$ cat src/rtl/iiitb_uart_rx.sv
// 8N1 UART receiver with 16x oversampling and a selectable oversample-tick period.
// Reports good bytes with data_valid, bad stop bits with frame_err, and holds in BREAK while the line stays low.
module iiitb_uart_rx (
  input  logic       clk,
  input  logic       reset,
  input  logic [1:0] sel,
  input  logic       rx,
  output logic [7:0] data_out,
  output logic       data_valid,
  output logic       frame_err,
  output logic       busy
);

  localparam logic [2:0] IDLE  = 3'd0;
  localparam logic [2:0] START = 3'd1;
  localparam logic [2:0] DATA  = 3'd2;
  localparam logic [2:0] STOP  = 3'd3;
  localparam logic [2:0] BREAK = 3'd4;

  logic       rx_p0;
  logic       rxs;
  logic       rxs_d;
  logic [1:0] warm_p;
  logic       armed;
  logic [2:0] state;
  logic [1:0] sel_l;
  logic [2:0] presc;
  logic [3:0] tick_cnt;
  logic [2:0] bit_idx;
  logic [7:0] shreg;
  logic       tick;
  logic       start_edge;

  // Last prescaler count for each baud select (N-1 for N = 8/4/2/1).
  function automatic logic [2:0] presc_max(input logic [1:0] s);
    logic [2:0] m;
    case (s)
      2'b00:   m = 3'd7;
      2'b01:   m = 3'd3;
      2'b10:   m = 3'd1;
      default: m = 3'd0;
    endcase
    return m;
  endfunction

  assign tick       = (presc == presc_max(sel_l));
  // armed blocks a line that is already low at reset release from looking like a start edge.
  assign start_edge = armed & rxs_d & ~rxs;
  assign busy       = (state != IDLE);

  // Synchronizer stage: rx -> rx_p0 -> rxs, plus edge-detect history.
  always_ff @(posedge clk or negedge reset) begin
    if (!reset) begin
      rx_p0  <= 1'b1;
      rxs    <= 1'b1;
      rxs_d  <= 1'b1;
      warm_p <= 2'b00;
      armed  <= 1'b0;
    end else begin
      rx_p0  <= rx;
      rxs    <= rx_p0;
      rxs_d  <= rxs;
      warm_p <= {warm_p[0], 1'b1};
      if (warm_p[1] && rxs)
        armed <= 1'b1;
    end
  end

  // Framing stage: prescaler, tick counter and receive FSM.
  always_ff @(posedge clk or negedge reset) begin
    if (!reset) begin
      state      <= IDLE;
      sel_l      <= 2'b00;
      presc      <= 3'd0;
      tick_cnt   <= 4'd0;
      bit_idx    <= 3'd0;
      shreg      <= 8'h00;
      data_out   <= 8'h00;
      data_valid <= 1'b0;
      frame_err  <= 1'b0;
    end else begin
      data_valid <= 1'b0;
      frame_err  <= 1'b0;

      if (state == IDLE || tick)
        presc <= 3'd0;
      else
        presc <= presc + 3'd1;

      case (state)
        IDLE: begin
          if (start_edge) begin
            state    <= START;
            sel_l    <= sel;
            tick_cnt <= 4'd0;
            bit_idx  <= 3'd0;
          end
        end

        START: begin
          if (tick) begin
            if (tick_cnt == 4'd7) begin
              tick_cnt <= 4'd0;
              state    <= rxs ? IDLE : DATA;
            end else begin
              tick_cnt <= tick_cnt + 4'd1;
            end
          end
        end

        DATA: begin
          if (tick) begin
            if (tick_cnt == 4'd15) begin
              tick_cnt       <= 4'd0;
              shreg[bit_idx] <= rxs;
              bit_idx        <= bit_idx + 3'd1;
              if (bit_idx == 3'd7)
                state <= STOP;
            end else begin
              tick_cnt <= tick_cnt + 4'd1;
            end
          end
        end

        STOP: begin
          if (tick) begin
            if (tick_cnt == 4'd15) begin
              tick_cnt <= 4'd0;
              if (rxs) begin
                data_out   <= shreg;
                data_valid <= 1'b1;
                state      <= IDLE;
              end else begin
                frame_err <= 1'b1;
                state     <= BREAK;
              end
            end else begin
              tick_cnt <= tick_cnt + 4'd1;
            end
          end
        end

        BREAK: begin
          if (rxs)
            state <= IDLE;
        end

        default: state <= IDLE;
      endcase
    end
  end

endmodule

$ cat config.mk
export PLATFORM = sky130hd
export DESIGN_NAME = iiitb_uart_rx
export DESIGN_NICKNAME = d
export VERILOG_FILES = /design/src/rtl/iiitb_uart_rx.sv
export SDC_FILE = /design/constraint.sdc
export NUM_CORES = 1
export LEC_CHECK = 0
export ABC_CLOCK_PERIOD_IN_PS = 2900
export CORE_MARGIN = 10
export CORE_UTILIZATION = 50
export DETAILED_ROUTE_END_ITERATION = 12
export PLACE_DENSITY = 0.68
export SETUP_SLACK_MARGIN = 0.3
export SLEW_MARGIN = 0
export SYNTH_ARGS = -nofsm -noshare
export SYNTH_HDL_FRONTEND = slang
export SYNTH_SLANG_ARGS = --single-unit
$ cat constraint.sdc
create_clock -name clk -period 2.9 [get_ports clk]
set_clock_uncertainty 0.1 [all_clocks]
set_input_delay 0.435 -clock clk [delete_from_list [all_inputs] [get_ports clk]]
set_output_delay 0.435 -clock clk [all_outputs]
set_load 0.05 [all_outputs]
; Yosys cells after proc, flatten, opt, wreduce, memory -nomap -nowiden
; Cells that the tools add are included.
[totals]
ff_bits = 39
out_inout_bits = 11
wordCells = 92
[op_classes]
addsub = 3
order_cmp = 2
n_eq_ne = 20
n_mux = 35
bitwise_logic = 3
n_reduce_logical = 15
[ops]
columns = operator, count
row1 = $mux W3, 14
row2 = $mux W4, 5
row3 = $ne A2 B2 Y1 const B, 9
row4 = $pmux W3 S5, 1
row5 = $pmux W4 S3, 1
row6 = $reduce_and A4 Y1, 3
row7 = $mux W1, 9
row8 = $pmux W3 S3, 1
row9 = $reduce_and A9 Y1, 1
row10 = $bwmux W8, 1
row11 = $add A3 B1 Y3 const B, 2
row12 = $eq A3 B2 Y1 const B, 2
row13 = $eq A3 B3 Y1 const B, 2
row14 = $pmux W3 S2, 1
row15 = $reduce_bool A3 Y1, 2
row16 = $add A4 B1 Y4 const B, 1
row17 = $eq A4 B3 Y1 const B, 1
row18 = $eq A4 B4 Y1 const B, 1
row19 = $lt A3 B4 Y1 const B, 1
row20 = $demux W1 S3, 1
row21 = $eq A3 B1 Y1 const B, 1
row22 = $eq A3 B3 Y1, 1
row23 = $ge A3 B1 Y1 const B, 1
row24 = $logic_not A3 Y1, 1
row25 = 13 further kinds, 15

; Longest topological paths before layout
; Gate-level depths: netlist (run 1).
[logic_depth]
depth_word = 5
ltp_mapped = 7
mapped_depth_nobuf = 6

; Worst setup path after synthesis (run 1)
; No wires, ideal clock.
[synth_path]
path_type = register -> register
startpoint = register state[0]
endpoint = register state[1]
arrival_time_ps = 1961
path_slack_ps = 717
path_stages_with_launch = 8
path_buffers = 1
period_less_slack_ps = 2183
cell_sequence = dfrtp_1 clkbuf_1 nor3_1 inv_1 a31oi_1 nor4_1 o21ai_0 a32o_1
[synth_via]
elab_chain_len = 3
[synth_rtl]
columns = element, line
row1 = from (decl), 25  ; logic [2:0] state;
row2 = from (signal assigned), 104  ; state <= rxs ? IDLE : DATA;
row3 = $eq A3 B2 Y1 (tied with other cells), 90  ; case (state)
row4 = $ne A2 B2 Y1 (no source line), -
row5 = $reduce_and A9 Y1 (no source line), -
; Several ways; a longest one is shown, not always the timed one.
; A chain may end at the register's enable or synchronous reset.

; Final worst setup path (run 1)
[layout_path]
startpoint = register state[0]
endpoint = output busy
[layout_via]
elab_chain_len = 1
[layout_rtl]
columns = element, line
row1 = $reduce_bool A3 Y1, 49  ; assign busy = (state != IDLE);
row2 = to (decl), 11  ; output logic busy
; No other way between the ends.

==> flow_summary.ini, run 1 <==
[global_route]
grt-ovfl-total = 0
grt_pass1_wl_um = 5270
grtUsageTotal = 0.105
grt_pass1_vias = 1106
grt_max_degree = 40
grt_antenna_before_repair = 0

[logic_synthesis]
yosysTopAreaCellShare = 0.516
synth-edff-count = 0
synth_ff_type = dfrtp_1
post_synth_main_area_contributors = dfrtp_1 52%, mux2_2 7.7%, dfstp_2 4.5%, mux2_1 4.5%, ha_1 2.9%
syn_avg_cell_area_um2 = 12.8
synth_area_um2 = 1750
async_flop_share = 1.00
yosysSeqAreaShare = 0.561
syn_inst = 136
synth.distinct_cells = 42
synthesis.nets = 145
synth_seq_cells = 39
ys_warn_count = 0
synth_top_cell_by_area = dfrtp_1

[place]
hpwlAfterDp_um = 2110
gp_congestion = 0.807
io_buffers = 15
numPlacedInstances = 192

[routing]
routed_wl_um = 2960
ant_nets = 0
drcViolationCount = 0
vias_per_cell = 5.58
drtIter0Drc = 68
num_vias = 1122
dr.pass1.iters = 4
wl_per_cell_um = 14.7

[floorplanning]
io_pins = 16
die_w_um = 79.1
initial_core_util = 0.519
num_rows = 21
core-area_um2 = 3360
die_y_um = 79.1
die_area_um2 = 6260

[clock_tree]
h-tree-depth = 2
cts_buffer_depth = 2
clock-sinks = 39
postCtsHoldBufs = 0
path_clk_slew_ps = 120
cts_made_buffers = 5
clock_latency_ps = 350
cts_tree = yes
root_buffer = clkbuf_4

[worst_setup_path]
critPathMaxFanout = 9
start_kind = register
crit_arrival_ps = 1770
r2r_setup_slack_ps = 670
endpoint_kind = output pin
r2r_cells = 6
critPathRequiredTime_ps = 2370
reg2reg_to = shreg[4]
critical_path_class = reg2out
reg2reg_from = presc[0]
cp-startpoint = state[0]

[timing]
setup_viol = 0
finalSetupTns_ps = 0
post-route-min-period_ps = 2300
fin_crit_sh = 0.794
rsz0062_at_grt = false
max_freq_mhz = 434
finalMaxSlewViolations = 0
tightest_slew_ps = 813
hold_viol_final = 0
slew_headroom = 0.458

[final_layout]
fill_cells = 286
instances_no_fill = 201
nets = 163
final_cell_mix = 36 x dfrtp_1, 13 x clkdlybuf4s50_1, 12 x mux2_2
drive_above_1_share = 0.194
area_growth_pct = 16.5
diodes = 0
layout_commonest_cell = dfrtp_1

[power_and_ir_drop]
ir_drop_mv = 0.483
power.density_nw_per_um2 = 782
power_mw = 1.59
p_leak_nw = 0.895

[status]
status = finished, final reports clean

[hold_path]
hold_path_class = in2async

[flow_run]
drv_cap = 0
==> cell type report <==
type,instances,area (µm²),share of cell area
clock inverters,3,67.6,0.0332
repair buffers,16,151,0.0744
clock buffers,5,37.5,0.0185
inverters,3,11.3,0.00554
flip-flops and latches,39,980,0.482
well taps,46,57.6,0.0283
multi-input cells,89,729,0.359
==> metal layers <==
metal | track usage | vias to the layer above | share of wire
met5 | 0 | - | 0
met4 | 0.0376 | 0 | 0.017
met3 | 0.0484 | 5 | 0.052
met2 | 0.158 | 21 | 0.47
met1 | 0.129 | 553 | 0.46
li1 | - | 543 | -
==> Yosys cell counts (2+ instances only) <==
master and instances:
nor3_1 3, nor4_1 2, nand3_1 4, o21ai_0 4, nor2b_1 2, nand2_1 4, dfrtp_1 36, dfstp_2 3
a32o_1 2, mux2_2 12, ha_1 4, mux2_1 7, a22o_1 4, and4bb_2 2, nand4b_1 4, nand4bb_1 2
clkbuf_1 4, a21oi_1 2, nor2_1 7, nand3b_1 2, and3_1 3, inv_1 3
==> registers in the layout, summed over array words and instances (netlist names) <==
signal      flops
data_out        8
shreg           8
tick_cnt        4
bit_idx         3
presc           3
state           3
sel_l           2
warm_p          2
armed           1
data_valid      1
frame_err       1
rx_p0           1
rxs             1
rxs_d           1
==> cells by family (layout without fill, tap and decap cells) <==
| family | count (synthesis) | in the layout | share of synthesized area |
|---|---|---|---|
| buf+inv | 8 | 27 | 0.0215 |
| flops | 39 | 39 | 0.561 |
| simple gates | 42 | 42 | 0.154 |
| mux | 19 | 19 | 0.122 |
| compound gates | 22 | 22 | 0.105 |
| other cells | 1 | 1 | 0.00215 |
| xor+xnor | 1 | 1 | 0.00502 |
| fa+ha+maj | 4 | 4 | 0.0287 |
==> where the power goes <==
group          internal, mW  switching [mW]
logic                 0.196           0.217
registers             0.621           0.104
clock network         0.268           0.185
==> metrics by stage <==
stage	setup slack, ps	utilization	hold WS, ps	instance area [µm²]
detailed placement	449	0.572	243	1920
global route	474	0.605	106	2030
CTS	450	0.603	86.6	2030
finish	598	0.605	50.4	2030
global placement	552	0.572	241	1920
floorplan	717	-	39.4	1750
==> worst max-delay path: stages (launching register included) <==
cell	delay, ps
dfrtp_1	510
nor3_1	290
inv_1	160
dlygate4sd2_1	450
==> worst max-delay path by stage <==
stage | end | slack [ps] | cells past startpoint
floorplan | state[1] | 720 | 7
global placement | shreg[2] | 550 | 5
detailed placement | shreg[2] | 450 | 5
CTS | shreg[2] | 450 | 5
global route | busy | 470 | 3
finish | busy | 600 | 3
==> what timing repair did <==
item,in CTS,in global routing
gates resized for setup,1,0
setup buffers,0,1
setup endpoints to repair,1,1
pin swaps,0,1
Note: power is estimated with default switching activity, not from simulation.
==> run 2: changes to the inputs <==
Settings changed: ABC_CLOCK_PERIOD_IN_PS 2900 to 2100, PLACE_DENSITY 0.68 to 0.71.
Clock period 2.9 ns to 2.1 ns, I/O delays scaled along.
==> run 2 against run 1 <==
The run now ends with negative setup slack left. Sequential cell count unchanged. Sequential power grew 37%. Total power up 53%. Clock power down 15%. Largest cell class unchanged.
==> flow_summary.ini, run 2 (synthesis gave the netlist of run 1 again) <==
[status]
status = complete, but fails checks
violations = negative setup slack

[place]
gp_congestion = 0.734
hpwlAfterDp_um = 2240
dp_slack_ps = -80.4
io_buffers = 15
numPlacedInstances = 200
place_area_um2 = 2010

[global_route]
grt-ovfl-total = 0
grt_antenna_before_repair = 0
grt_max_degree = 40
grtUsageTotal = 0.124
grt_pass1_vias = 1237
grt_pass1_wl_um = 6100

[worst_setup_path]
start_kind = register
critPathRequiredTime_ps = 2250
endpoint_kind = register
crit_arrival_ps = 2340
cp_num_buf_inv = 1
critPathMaxFanout = 6
cp_cell_sequence = nand4bb_1 > a31o_2 > a2111oi_4 > buf_4 > nand4b_1 > mux2_4
cpMaxStageDelayCell = dfrtp_2
slowest_delay_ps = 460
critical_path_class = reg2reg
cp_top_family = compound AO/OA/AOI/OAI gates

[clock_tree]
cts_buffer_depth = 2
h-tree-depth = 2
clock_latency_ps = 360
root_buffer = clkbuf_4
path_clk_slew_ps = 110
clock-sinks = 39
cts_made_buffers = 5
cts_tree = yes

[hold_path]
hold_path_class = in2reg

[final_layout]
multi_input_area_um2 = 895
area_growth_pct = 33.7
regArea_um2 = 985
nets = 186
layout_commonest_cell = dfrtp_1
instances_no_fill = 224
final_cell_mix = 32 x dfrtp_1, 18 x buf_4, 13 x mux2_4
diodes = 0
fill_cells = 258
drive_above_1_share = 0.444
utilization = 0.694
final_area_um2 = 2330
largestRegisters = data_out x8, shreg x8, tick_cnt x4

[floorplanning]
die_area_um2 = 6260
core-area_um2 = 3360
die_w_um = 79.1
die_y_um = 79.1
num_rows = 21
initial_core_util = 0.519
io_pins = 16

[routing]
routed_wl_um = 3820
dr.pass1.iters = 4
ant_nets = 0
drtIter0Drc = 75
wl_per_cell_um = 17.1
drcViolationCount = 0
vias_per_cell = 5.55
num_vias = 1243

[timing]
tightest_slew_ps = 836
slew_headroom = 0.443
post-route-min-period_ps = 2190
finalMaxSlewViolations = 0
rsz0062_at_grt = true
finalSetupTns_ps = -334
max_freq_mhz = 457
hold_viol_final = 0
fin_crit_sh = 1.04
fin_hold_ws_ps = 258
timing.final.ws_setup_ps = -88.8
setup_viol = 8

[power_and_ir_drop]
p_leak_nw = 1.09
power.density_nw_per_um2 = 1040
power_mw = 2.43
p_clk_frac = 0.158
p_switching_mw = 0.869
power_frac_seq = 0.407
ir_drop_mv = 0.658
switching_share = 0.357
power_frac_comb = 0.435
intPower_mw = 1.57

[flow_run]
drv_cap = 0
## run 2: area by class of cell
class	instances	area share
well taps	46	0.0247
multi-input cells	89	0.383
clock buffers	6	0.0177
inverters	3	0.00482
flip-flops and latches	39	0.422
clock inverters	2	0.00536
repair buffers	39	0.143
## run 2: power groups by stage
| stage | clock, mW | combinational, mW | sequential [mW] |
|---|---|---|---|
| floorplan | 0 | 0.530 | 0.942 |
| global placement | 0 | 0.657 | 0.996 |
| detailed placement | 0 | 0.673 | 1.01 |
| CTS | 0.384 | 0.975 | 0.977 |
| global route | 0.421 | 1.13 | 1.00 |
| finish | 0.385 | 1.06 | 0.990 |
## run 2: path summary, 6_finish.rpt
path                           from          end  slack [ps]  depth (start not counted)
setup / recovery           presc[0]     shreg[6]         -90                          6
hold / removal                   rx        rx_p0         260                          1
setup reg to reg           presc[0]     shreg[6]         -90                          6
hold reg to reg               rx_p0          rxs         270                          0
max in group asynchronous     reset     presc[0]         840                          2
min in group asynchronous     reset  tick_cnt[3]         480                          2
## run 2: worst reg2reg max path: stages (launching register included)
cell and delay, ps:
dfrtp_2 460, nand4bb_1 180, a31o_2 270, a2111oi_4 410
buf_4 210, nand4b_1 140, mux2_4 330
## run 2: what timing repair did
action | in CTS | in global routing
pin swaps | 8 | 10
cloned | 1 | 0
resized for setup | 45 | 8
setup buffers | 12 | 2
setup endpoints to repair | 36 | 28
hold endpoints to repair | 36 | 0
hold buffers | 1 | 0
## run 2: per-layer routing
layer	routed length (µm)	part of all wire	global-route usage
met5	0	0	0
met2	1810	0.47	0.190
met1	1720	0.45	0.151
met4	65	0.017	0.0484
met3	222	0.058	0.0507
==> run 3: changes to the inputs <==
Settings changed: ABC_CLOCK_PERIOD_IN_PS 2100 to 2500, PLACE_DENSITY 0.71 to 0.68.
Clock period 2.1 ns to 2.5 ns, I/O delays scaled along.
==> run 3 against run 2 <==
The flow now finishes without violations. Global-route usage fell by 1.9 points. Core utilization decreased by 7.1 points. Via count down 6.0%. Design area fell by 10%. Largest power group is now sequential cells. Sequential cell count is the same. Non-clock buffer count decreased by 17. Cell count fell by 7.6%. Critical endpoint is now shreg[4].
==> flow_summary.ini, run 3 (synthesis gave the netlist of run 1 again) <==
[global_route]
grtUsageTotal = 0.105
grt_max_degree = 40
grt-ovfl-total = 0
busiest_layer = met2
grt_antenna_before_repair = 0
grt_pass1_wl_um = 5330
grt_pass1_vias = 1155
met1_usage = 0.132
grtUsageMet3 = 0.0462
grtUsageMet2 = 0.158

[worst_setup_path]
critical_path_class = reg2reg
critPathRequiredTime_ps = 2630
reg2reg_from = sel_l[0]
critPathMaxFanout = 6
r2r_cells = 6
cp_cell_sequence = nand4bb_1 > a31o_2 > a2111oi_4 > buf_6 > and4bb_2 > mux2_4
slowest_delay_ps = 460
endpoint_kind = register
crit_arrival_ps = 2290
reg2reg_to = shreg[4]
cp-startpoint = sel_l[0]
r2r_setup_slack_ps = 340
cpMaxStageDelayCell = dfrtp_2
start_kind = register

[timing]
fin_hold_ws_ps = 27.8
tightest_slew_ps = 826
fin_crit_sh = 0.866
max_freq_mhz = 462
rsz0062_at_grt = true
finalSetupTns_ps = 0
finalMaxSlewViolations = 0
setup_viol = 0
post-route-min-period_ps = 2160
slew_headroom = 0.449
hold_viol_final = 0

[status]
status = finished, final reports clean

[floorplanning]
num_rows = 21
io_pins = 16
initial_core_util = 0.519
core-area_um2 = 3360
die_y_um = 79.1
die_area_um2 = 6260
die_w_um = 79.1

[routing]
drtIter0Drc = 54
ant_nets = 0
num_vias = 1168
routed_wl_um = 3190
dr.pass1.iters = 4
drcViolationCount = 0
wl_per_cell_um = 15.4
vias_per_cell = 5.64

[clock_tree]
h-tree-depth = 2
cts_tree = yes
path_clk_slew_ps = 110
cts_buffer_depth = 2
clock_latency_ps = 330
root_buffer = clkbuf_4
postCtsHoldBufs = 0
clock-sinks = 39
cts_made_buffers = 5

[place]
gp_congestion = 0.764
hpwlAfterDp_um = 2130
io_buffers = 15
numPlacedInstances = 194

[final_layout]
area_growth_pct = 20.0
final_cell_mix = 34 x dfrtp_1, 13 x clkdlybuf4s50_1, 11 x mux2_2
regArea_um2 = 982
diodes = 0
largestRegisters = data_out x8, shreg x8, tick_cnt x4
multi_input_area_um2 = 786
layout_commonest_cell = dfrtp_1
drive_above_1_share = 0.292
instances_no_fill = 207
fill_cells = 296
nets = 169

[hold_path]
hold_path_class = in2async

[flow_run]
drv_cap = 0

[power_and_ir_drop]
p_leak_nw = 0.925
ir_drop_mv = 0.611
power.density_nw_per_um2 = 822
-- run 3: changes by cell type in the layout (fill, tap and decap cells not counted), moves of 7 or more --
| cell | delta |
|---|---|
| clkdlybuf4s50_1 | +10 |
| dlygate4sd2_1 | -10 |
| mux2_2 | +7 |
| buf_4 | -13 |
| mux2_4 | -7 |
-- run 3: per-layer routing --
layer | up-vias | share of wire
li1 | 551 | -
met1 | 591 | 0.45
met2 | 24 | 0.49
met3 | 2 | 0.053
met4 | 0 | 0.0047
met5 | - | 0
-- run 3: metrics by stage --
step | total power, mW | worst slack [ps] | area [µm²] | utilization
3_3_place_gp | 1.32 | 308 | 1940 | 0.576
3_5_place_dp | 1.35 | 259 | 1940 | 0.576
4_1_cts | 1.70 | 296 | 2050 | 0.610
6_report | 1.72 | 336 | 2100 | 0.623
2_1_floorplan | 1.21 | 317 | 1750 | -
5_1_grt | 1.84 | 235 | 2100 | 0.623
-- run 3: worst max path at each step --
| stage | endpoint | slack (ps) | depth (start not counted) |
|---|---|---|---|
| after global placement | shreg[4] | 310 | 6 |
| after CTS | shreg[4] | 300 | 6 |
| final | shreg[4] | 340 | 6 |
| after floorplan | state[1] | 320 | 7 |
| after global routing | shreg[6] | 240 | 7 |
| after detailed placement | shreg[4] | 260 | 6 |
-- run 3: worst max-delay path, delay by kind of cell, from the launching register on --
kind | cells | cell delay, ps
AO/OA/AOI/OAI | 2 | 610
buffers and inverters | 1 | 170
flip-flops | 1 | 460
multiplexers | 1 | 300
AND/OR/NAND/NOR | 2 | 430
-- run 3: power breakdown --
group / internal [mW] / total, mW / switching, mW
clock network: 0.110 / 0.305 / 0.195
registers: 0.724 / 0.837 / 0.113
logic: 0.284 / 0.581 / 0.297
-- run 3: repair_timing --
action | in CTS | in global routing
pin swaps | 3 | 3
setup endpoints to repair | 4 | 19
hold endpoints to repair | 0 | 0
gates resized for setup | 4 | 14
setup buffers | 5 | 0
-- run 3: area by class of cell --
class | count | share of cell area
Clock buffer | 7 | 0.0215
Timing Repair Buffer | 22 | 0.0997
Inverter | 3 | 0.00537
Sequential cell | 39 | 0.469
Tap cell | 46 | 0.0275
Multi-Input combinational cell | 89 | 0.375
Clock inverter | 1 | 0.00239
